File: src/rtl/player_multishot_if.sv
// ---------------------------------------------------------------------------
// player_multishot_if
//   Signal bundle between the player controller and its neighbours (input
//   decode, collision logic, VGA colour mux).
//
//   Parameter
//     NUM_BULLETS   number of bullet slots; must match the controller
//
//   Signals
//     left, right      move requests (levels)
//     shoot            fire request (level, synchronised upstream)
//     bullet_hit       per-slot hit strobe from the collision logic
//     xPixel, yPixel   current raster position
//     player_x         cannon left edge
//     bullet_active    per-slot in-flight flag
//     bullet_x_flat    slot i x at [10*i +: 10]
//     bullet_y_flat    slot i y at [10*i +: 10]
//     fire_pulse       one-cycle strobe per accepted shot
//     player_color     RGB for the current pixel, 0 = transparent
//
//   Modports
//     master  drives the requests and raster position, observes the results
//     slave   the player controller
// ---------------------------------------------------------------------------
interface player_multishot_if #(
  parameter int NUM_BULLETS = 4
);
  logic                      left;
  logic                      right;
  logic                      shoot;
  logic [NUM_BULLETS-1:0]    bullet_hit;
  logic [9:0]                xPixel;
  logic [9:0]                yPixel;
  logic [9:0]                player_x;
  logic [NUM_BULLETS-1:0]    bullet_active;
  logic [10*NUM_BULLETS-1:0] bullet_x_flat;
  logic [10*NUM_BULLETS-1:0] bullet_y_flat;
  logic                      fire_pulse;
  logic [23:0]               player_color;

  modport master (
    output left, right, shoot, bullet_hit, xPixel, yPixel,
    input  player_x, bullet_active, bullet_x_flat, bullet_y_flat,
           fire_pulse, player_color
  );

  modport slave (
    input  left, right, shoot, bullet_hit, xPixel, yPixel,
    output player_x, bullet_active, bullet_x_flat, bullet_y_flat,
           fire_pulse, player_color
  );
endinterface

File: src/rtl/player_multishot.sv
// ---------------------------------------------------------------------------
// player_multishot
//   Player cannon controller. The cannon moves horizontally on a slow move
//   tick and fires up to NUM_BULLETS concurrent shots that climb on a bullet
//   tick. Shots obey a cooldown counted in bullet ticks and retire on a hit
//   from the collision logic or on reaching the top of the screen. The block
//   also renders the cannon and its bullets for the current raster pixel.
//
//   Ports
//     clk   system clock
//     rst   synchronous reset, active low
//     bus   player_multishot_if.slave (requests, raster, bullets, colour)
//
//   Configuration
//     PLAYER_AUTOFIRE_EN  defined:   a held shoot level keeps requesting,
//                                    so shots repeat every COOLDOWN bullet
//                                    ticks while a slot is free
//                         undefined: only a rising edge of shoot requests
// ---------------------------------------------------------------------------
module player_multishot #(
  parameter int PLAYER_WIDTH  = 80,
  parameter int PLAYER_HEIGHT = 40,
  parameter int SCREEN_WIDTH  = 640,
  parameter int PLAYER_Y      = 400,
  parameter int START_X       = 280,
  parameter int MOVE_STEP     = 8,
  parameter int MOVE_DIV      = 5000000,
  parameter int BULLET_W      = 4,
  parameter int BULLET_H      = 12,
  parameter int BULLET_STEP   = 4,
  parameter int BULLET_DIV    = 1000000,
  parameter int NUM_BULLETS   = 4,
  parameter int COOLDOWN      = 8
) (
  input logic               clk,
  input logic               rst,
  player_multishot_if.slave bus
);

  localparam int MW = $clog2(MOVE_DIV);
  localparam int BW = $clog2(BULLET_DIV);
  localparam int CW = (COOLDOWN > 0) ? $clog2(COOLDOWN + 1) : 1;

  localparam logic [9:0]  MAX_X    = 10'(SCREEN_WIDTH - PLAYER_WIDTH);
  localparam logic [9:0]  STEP_X   = 10'(MOVE_STEP);
  localparam logic [9:0]  STEP_Y   = 10'(BULLET_STEP);
  localparam logic [9:0]  SPAWN_DX = 10'(PLAYER_WIDTH / 2 - BULLET_W / 2);
  localparam logic [9:0]  SPAWN_Y  = 10'(PLAYER_Y - BULLET_H);
  localparam logic [10:0] PW11     = 11'(PLAYER_WIDTH);
  localparam logic [10:0] PY11     = 11'(PLAYER_Y);
  localparam logic [10:0] PH11     = 11'(PLAYER_HEIGHT);
  localparam logic [10:0] BW11     = 11'(BULLET_W);
  localparam logic [10:0] BH11     = 11'(BULLET_H);

  logic [MW-1:0]          move_cnt;
  logic [BW-1:0]          bullet_cnt;
  logic                   move_tick;
  logic                   bullet_tick;
  logic [9:0]             player_x_r;
  logic [9:0]             player_x_nx;
  logic                   shoot_q;
  logic [CW-1:0]          cooldown;
  logic                   fire_pulse_r;
  logic                   fire_req;
  logic                   accept;
  logic [NUM_BULLETS-1:0] active;
  logic [NUM_BULLETS-1:0] grant;
  logic [9:0]             bx [NUM_BULLETS];
  logic [9:0]             by [NUM_BULLETS];

  // ---------------- tick dividers ----------------
  assign move_tick   = (move_cnt == '0);
  assign bullet_tick = (bullet_cnt == '0);

  // NOTE: every register in always_ff uses <= so all state updates see the
  // pre-edge values, regardless of statement order.
  always_ff @(posedge clk) begin
    if (!rst) begin
      move_cnt   <= MW'(MOVE_DIV - 1);
      bullet_cnt <= BW'(BULLET_DIV - 1);
    end else begin
      move_cnt   <= move_tick   ? MW'(MOVE_DIV - 1)   : move_cnt - MW'(1);
      bullet_cnt <= bullet_tick ? BW'(BULLET_DIV - 1) : bullet_cnt - BW'(1);
    end
  end

  // ---------------- cannon movement ----------------
  // NOTE: the default assignment first means every path writes player_x_nx,
  // so no latch is inferred.
  always_comb begin
    player_x_nx = player_x_r;
    if (move_tick && bus.left && !bus.right) begin
      player_x_nx = (player_x_r < STEP_X) ? '0 : player_x_r - STEP_X;
    end else if (move_tick && bus.right && !bus.left) begin
      player_x_nx = (player_x_r > MAX_X - STEP_X) ? MAX_X : player_x_r + STEP_X;
    end
  end

  // ---------------- fire request / slot allocation ----------------
`ifdef PLAYER_AUTOFIRE_EN
  assign fire_req = bus.shoot;
`else
  assign fire_req = bus.shoot && !shoot_q;
`endif

  // Lowest clear bit of active, one-hot; zero when every slot is busy
  // because the increment wraps to zero.
  assign grant  = ~active & (active + NUM_BULLETS'(1));
  assign accept = fire_req && (cooldown == '0) && (grant != '0);

  always_ff @(posedge clk) begin
    if (!rst) begin
      player_x_r   <= 10'(START_X);
      shoot_q      <= 1'b0;
      cooldown     <= '0;
      fire_pulse_r <= 1'b0;
    end else begin
      player_x_r   <= player_x_nx;
      shoot_q      <= bus.shoot;
      fire_pulse_r <= accept;
      if (accept) begin
        cooldown <= CW'(COOLDOWN);
      end else if (bullet_tick && cooldown != '0) begin
        cooldown <= cooldown - CW'(1);
      end
    end
  end

  // ---------------- bullet slots ----------------
  // A granted slot is always inactive, so the spawn branch never competes
  // with the flight rules; a slot freed this cycle shows as busy in grant
  // until the next cycle.
  // NOTE: the slot arrays are reset explicitly because consumers read their
  // coordinates directly; a few registers, not a RAM, so the reset is cheap.
  always_ff @(posedge clk) begin
    if (!rst) begin
      active <= '0;
      for (int i = 0; i < NUM_BULLETS; i++) begin
        bx[i] <= '0;
        by[i] <= '0;
      end
    end else begin
      for (int i = 0; i < NUM_BULLETS; i++) begin
        if (accept && grant[i]) begin
          active[i] <= 1'b1;
          bx[i]     <= player_x_r + SPAWN_DX;
          by[i]     <= SPAWN_Y;
        end else if (active[i]) begin
          if (bus.bullet_hit[i]) begin
            active[i] <= 1'b0;
            bx[i]     <= '0;
            by[i]     <= '0;
          end else if (bullet_tick) begin
            // Retire before subtracting so y never wraps below zero.
            if (by[i] < STEP_Y) active[i] <= 1'b0;
            else                by[i]     <= by[i] - STEP_Y;
          end
        end
      end
    end
  end

  // ---------------- outputs ----------------
  assign bus.player_x      = player_x_r;
  assign bus.bullet_active = active;
  assign bus.fire_pulse    = fire_pulse_r;

  always_comb begin
    bus.bullet_x_flat = '0;
    bus.bullet_y_flat = '0;
    for (int i = 0; i < NUM_BULLETS; i++) begin
      bus.bullet_x_flat[10*i +: 10] = bx[i];
      bus.bullet_y_flat[10*i +: 10] = by[i];
    end
  end

  // Half-open boxes evaluated in 11 bits so x+W never wraps. Bullets are
  // painted first and the cannon overrides them.
  always_comb begin
    logic [10:0] px;
    logic [10:0] py;
    px = {1'b0, bus.xPixel};
    py = {1'b0, bus.yPixel};
    bus.player_color = 24'h000000;
    for (int i = 0; i < NUM_BULLETS; i++) begin
      if (active[i] &&
          px >= {1'b0, bx[i]} && px < {1'b0, bx[i]} + BW11 &&
          py >= {1'b0, by[i]} && py < {1'b0, by[i]} + BH11) begin
        bus.player_color = 24'hFF0000;
      end
    end
    if (px >= {1'b0, player_x_r} && px < {1'b0, player_x_r} + PW11 &&
        py >= PY11 && py < PY11 + PH11) begin
      bus.player_color = 24'h00FF19;
    end
  end

endmodule

File: src/flat_wrapper.sv
// flat-port wrapper written by rule: the top's interface ports become plain ports
module player_multishot_flat 
#(
  parameter int PLAYER_WIDTH  = 80,
  parameter int PLAYER_HEIGHT = 40,
  parameter int SCREEN_WIDTH  = 640,
  parameter int PLAYER_Y      = 400,
  parameter int START_X       = 280,
  parameter int MOVE_STEP     = 8,
  parameter int MOVE_DIV      = 5000000,
  parameter int BULLET_W      = 4,
  parameter int BULLET_H      = 12,
  parameter int BULLET_STEP   = 4,
  parameter int BULLET_DIV    = 1000000,
  parameter int NUM_BULLETS   = 4,
  parameter int COOLDOWN      = 8
)
  (clk, rst, bus_left, bus_right, bus_shoot, bus_bullet_hit, bus_xPixel, bus_yPixel, bus_player_x, bus_bullet_active, bus_bullet_x_flat, bus_bullet_y_flat, bus_fire_pulse, bus_player_color);
  player_multishot_if #(.NUM_BULLETS(NUM_BULLETS)) bus_i ();
  input logic clk;
  input logic rst;
  input wire logic [$bits(bus_i.left)-1:0] bus_left;
  input wire logic [$bits(bus_i.right)-1:0] bus_right;
  input wire logic [$bits(bus_i.shoot)-1:0] bus_shoot;
  input wire logic [$bits(bus_i.bullet_hit)-1:0] bus_bullet_hit;
  input wire logic [$bits(bus_i.xPixel)-1:0] bus_xPixel;
  input wire logic [$bits(bus_i.yPixel)-1:0] bus_yPixel;
  output wire logic [$bits(bus_i.player_x)-1:0] bus_player_x;
  output wire logic [$bits(bus_i.bullet_active)-1:0] bus_bullet_active;
  output wire logic [$bits(bus_i.bullet_x_flat)-1:0] bus_bullet_x_flat;
  output wire logic [$bits(bus_i.bullet_y_flat)-1:0] bus_bullet_y_flat;
  output wire logic [$bits(bus_i.fire_pulse)-1:0] bus_fire_pulse;
  output wire logic [$bits(bus_i.player_color)-1:0] bus_player_color;
  assign bus_i.left = bus_left;
  assign bus_i.right = bus_right;
  assign bus_i.shoot = bus_shoot;
  assign bus_i.bullet_hit = bus_bullet_hit;
  assign bus_i.xPixel = bus_xPixel;
  assign bus_i.yPixel = bus_yPixel;
  assign bus_player_x = bus_i.player_x;
  assign bus_bullet_active = bus_i.bullet_active;
  assign bus_bullet_x_flat = bus_i.bullet_x_flat;
  assign bus_bullet_y_flat = bus_i.bullet_y_flat;
  assign bus_fire_pulse = bus_i.fire_pulse;
  assign bus_player_color = bus_i.player_color;
  player_multishot #(.PLAYER_WIDTH(PLAYER_WIDTH), .PLAYER_HEIGHT(PLAYER_HEIGHT), .SCREEN_WIDTH(SCREEN_WIDTH), .PLAYER_Y(PLAYER_Y), .START_X(START_X), .MOVE_STEP(MOVE_STEP), .MOVE_DIV(MOVE_DIV), .BULLET_W(BULLET_W), .BULLET_H(BULLET_H), .BULLET_STEP(BULLET_STEP), .BULLET_DIV(BULLET_DIV), .NUM_BULLETS(NUM_BULLETS), .COOLDOWN(COOLDOWN)) u_core (.clk(clk), .rst(rst), .bus(bus_i));
endmodule
File: config.mk
export PLATFORM = sky130hd
export DESIGN_NAME = player_multishot_flat
export DESIGN_NICKNAME = d
export VERILOG_FILES = /design/src/rtl/player_multishot_if.sv /design/src/rtl/player_multishot.sv /design/src/flat_wrapper.sv
export SDC_FILE = /design/constraint.sdc
export NUM_CORES = 1
export LEC_CHECK = 0
export ABC_AREA = 1
export BUFFER_PORTS_ARGS = -buffer_cell sky130_fd_sc_hd__buf_2
export CAP_MARGIN = 20
export CELL_PAD_IN_SITES_DETAIL_PLACEMENT = 1
export CELL_PAD_IN_SITES_GLOBAL_PLACEMENT = 1
export CORE_UTILIZATION = 37
export DETAILED_ROUTE_END_ITERATION = 8
export PLACE_DENSITY_LB_ADDON = 0.1
export RECOVER_POWER = 50
export SYNTH_ARGS = -nofsm -noshare
export SYNTH_HDL_FRONTEND = slang
export SYNTH_SLANG_ARGS = --single-unit
File: constraint.sdc
create_clock -name clk -period 4 [get_ports clk]
set_clock_uncertainty 0.2 [all_clocks]
set_input_delay 0.8 -clock clk [delete_from_list [all_inputs] [get_ports clk]]
set_output_delay 0.8 -clock clk [all_outputs]
set_load 0.01 [all_outputs]
==> results.yml <==
outcome:
  run_status: "finished, final reports clean"
finish:
  area.growth.synth_to_final_pct: 15.4
  design.final.nets: 1835
  layoutNonFillerInstCount: 2042
  layout-drive-gt1-share_pct: 13.7
  utilization_pct: 43.9
synth:
  synthDistinctLibCells: 47
  synthAdderAreaFrac_pct: 18.4
  synth.cell_area_sq_um: 11100
  synthesis.yosys.warnings: 0
  number_of_synthesized_register_bits: 124
  synth_cells: 1509
  synth_compound_area_share_pct: 7.63
  most_used_dff_post_synth: "sky130_fd_sc_hd__edfxtp_1"
  sequential_element_share_of_the_synthesized_area_pct: 28.2
  synth_mux_area_share_pct: 0.102
  dominant_combinational_cell_family_by_area_after_synthesis: "simple AND/OR/NAND/NOR gates"
  syn_avg_cell_area_sq_um: 7.34
  async_flop_share_pct: 0
  synthSimpleGateAreaFrac_pct: 28.1
  synthXorXnorAreaFrac_pct: 6.64
  synth-edff-count: 64
pwr:
  power_share_of_the_combinational_group_pct: 19.4
  power_density_normalized_to_cell_area_nw_per_um2: 287
  worst_ir_drop_vdd_uv: 244
  power_leakage_uw: 0.00618
  power.switching_uw: 1200
  pwr_total_uw: 3660
  share_seq_of_total_power_pct: 39.4
  intPower_uw: 2460
  clockPowerShare_pct: 41.2
  netSwitchingFraction_pct: 32.8
critical_path:
  worstSetupEndpointType: "output pin"
  cp_common_cell: "sky130_fd_sc_hd__nand2_1"
  cp-start-kind: "flip-flop"
  worstPathRequired_ns: 3.00
  ff2ff_setup_slack_ns: 1.07
  critPathTopFamily: "simple AND/OR/NAND/NOR gates"
  largest_fanout_of_any_net_on_the_critical_path: 8
  critPathKind: "flip-flop to output pin"
  cp.buffers_inverters: 1
  cp_slowest_stage_delay_ns: 0.44
  cp_cell_sequence: "ha_2 -> nand2_2 -> nor2_4 -> nand3_2 -> xor2_1 -> ha_1 -> a21oi_2 -> nand3b_1 -> nand2_1 -> nor2_1 -> nand2_1 -> nor2_1 -> nand2_1 -> nand2_1 -> nor2_2 -> nor2_4 -> buf_2"
  worst_path_cell_with_the_longest_stage_delay: "sky130_fd_sc_hd__edfxtp_1"
  critPathArrivalTime_ns: 2.96
route:
  via_count: 10100
  drt-initial-drc-count: 383
  viasPerCell: 4.92
  route.detailed.wl_per_inst_microns: 16.1
  ant_nets: 0
  wl_microns: 33000
  firstDrtPassIters: 4
  route.detailed.drc: 0
timing:
  slew_viol_final: 0
  slew_headroom_pct: 39.9
  timing.final.setup_violations: 0
  grt_setup_unrepaired: "yes"
  post-route-period-util_pct: 99.0
  timing.final.hold_violations: 0
  fmax_ghz: 0.253
  worst-slew-pin-transition_ns: 0.898
  finalCriticalPeriod_ns: 3.96
floorplan:
  initial_core_util_pct: 38.1
  die_area_sq_um: 30600
  std_cell_rows: 62
  die_y_microns: 175
  chipWidth_microns: 175
  core_area_sq_um: 29100
  floorplan.io_pins: 148
clock_network:
  cts_htree_levels: 4
  cts-hold-fix-buffers: 0
  clock_insertion_delay_worst_skew_ns: 0.43
  tritoncts_clock_tree: "built"
  cts.sink_count: 124
  clockRootBuffer: "sky130_fd_sc_hd__clkbuf_16"
  cts-root-to-sink-buffers: 2
  cts.reportedPaths.clkPinSlew_ns: 0.07
  cts_inserted_buffers: 17
grt:
  gr-usage-all-layers_pct: 21.9
  grt_pass1_vias: 10300
  grt_overflow_total: 0
  largest_net_degree_at_the_start_of_global_routing: 17
  global_route_wire_length_before_repair_microns: 52800
  antenna_found_initial: 3
min_path:
  hp-class: "flip-flop to flip-flop"
place:
  gp_routability_congestion: 0.847
  port-buffer-count: 126
  detailedPlacementHpwl_microns: 25800
  placed_cells: 1997
run:
  reported_max_cap_violation_count: 0
power groups by stage:
stage	registers (uW)	clock network (uW)	logic (uW)
floorplan	1470	0	459
CTS	1440	1550	716
finish	1440	1510	712
global route	1450	1590	819
global placement	1470	0	668
detailed placement	1470	0	696
synthesized netlist by cell type (all sizes together), types with 3 or more instances:
master | count | area share, %
a21o | 12 | 0.81
a21oi | 81 | 3.9
buf | 46 | 3.0
clkbuf | 10 | 0.34
clkinv | 5 | 0.18
dfxtp | 60 | 11
edfxtp | 64 | 17
ha | 163 | 18
inv | 216 | 7.3
nand2 | 331 | 11
nand3 | 94 | 4.4
nand3b | 10 | 0.68
nand4 | 20 | 1.4
nor2 | 206 | 7.5
nor3 | 38 | 2.0
o211ai | 5 | 0.34
o21a | 3 | 0.20
o21ai | 38 | 1.9
or2 | 9 | 0.51
xnor2 | 7 | 0.55
xor2 | 77 | 6.1
registers in the layout, indices dropped and copies added (netlist names):
signal and count:
u_core.bx 32, u_core.by 32, u_core.move_cnt 23, u_core.bullet_cnt 20, u_core.bus.player_x 7, u_core.bus.bullet_active 4, u_core.cooldown 4, u_core.bus.fire_pulse 1
u_core.shoot_q 1
worst register-to-register path, delay by kind of cell (launching register included):
kind	cells	cell delay, ns
DFF	1	0.40
buffers and inverters	3	0.40
adders and majority gates	1	0.24
and+or+nand+nor	7	1.29
kinds of logic (layout without fill, tap and decap cells):
group                    count (synthesis)  after routing
AO/OA/AOI/OAI                          147            147
XOR/XNOR                                84             84
adder cells (fa/ha/maj)                163            163
buffers and inverters                  277            405
flip-flops                             124            124
multiplexers                             1              1
other                                    1             22
AND/OR/NAND/NOR                        712            712
repair_timing:
action / in CTS / in global routing
resized for setup: 31 / 26
endpoints found under the setup margin: 8 / 19
pin swaps: 13 / 4
hold endpoints to repair: 0 / 0
setup buffers: 6 / 5
placed cells by master, fill, tap and decap left out, types with 10 or more instances in the layout:
master                      instances
sky130_fd_sc_hd__a21o_1            12
sky130_fd_sc_hd__clkbuf_16         17
sky130_fd_sc_hd__xor2_1            76
sky130_fd_sc_hd__buf_4             22
sky130_fd_sc_hd__nor2_1           187
sky130_fd_sc_hd__a21oi_1           70
sky130_fd_sc_hd__nor2_4            13
sky130_fd_sc_hd__inv_1            207
sky130_fd_sc_hd__nand2_1          323
sky130_fd_sc_hd__conb_1            20
sky130_fd_sc_hd__nor3_2            10
sky130_fd_sc_hd__edfxtp_1          64
sky130_fd_sc_hd__nand3b_1          10
sky130_fd_sc_hd__ha_1             157
sky130_fd_sc_hd__clkbuf_1          45
sky130_fd_sc_hd__buf_2             83
sky130_fd_sc_hd__nand3_1           88
sky130_fd_sc_hd__nand4_1           18
sky130_fd_sc_hd__o21ai_0           29
sky130_fd_sc_hd__dfxtp_1           60
sky130_fd_sc_hd__nor3_1            25
sky130_fd_sc_hd__a21oi_2           11
worst paths after layout:
| kind | from | end | depth (start not counted) |
|---|---|---|---|
| worst max register to register | u_core.by[0][13] | u_core.by[0][19] | 11 |
| worst min-delay path | u_core.move_cnt[0] | u_core.move_cnt[0] | 1 |
| worst max-delay path | u_core.bx[3][2] | bus_player_color[23] | 17 |
| worst min register to register | u_core.move_cnt[0] | u_core.move_cnt[0] | 1 |
area by class of cell:
type	instances	area (sq um)
clock inverter	15	126
multi-input combinational	1127	7010
antenna	2	5.00
clock buffer	17	425
fill	3781	16300
sequential	124	3120
timing repair buffer	152	772
inverter	221	831
tap	384	480
per-layer routing:
layer	global-route usage [%]	up-vias	part of all wire [%]
met5	0	-	0.039
met4	5.36	2	1.4
met3	3.55	30	2.9
met2	39.3	136	49
met1	27.2	4779	46
li1	-	5105	-
metrics by stage:
stage | hold slack, ns | area [sq um] | TNS [ns] | setup WS [ns]
floorplan | 0.166 | 11100 | 0 | 0.215
global placement | 0.178 | 12000 | 0 | 0.171
detailed placement | 0.179 | 12000 | 0 | 0.0730
CTS | 0.196 | 12700 | -0.0167 | -0.00422
global route | 0.206 | 12800 | -1.91 | -0.178
finish | 0.190 | 12800 | 0 | 0.0416
Note: power is estimated with default switching activity, not from simulation.
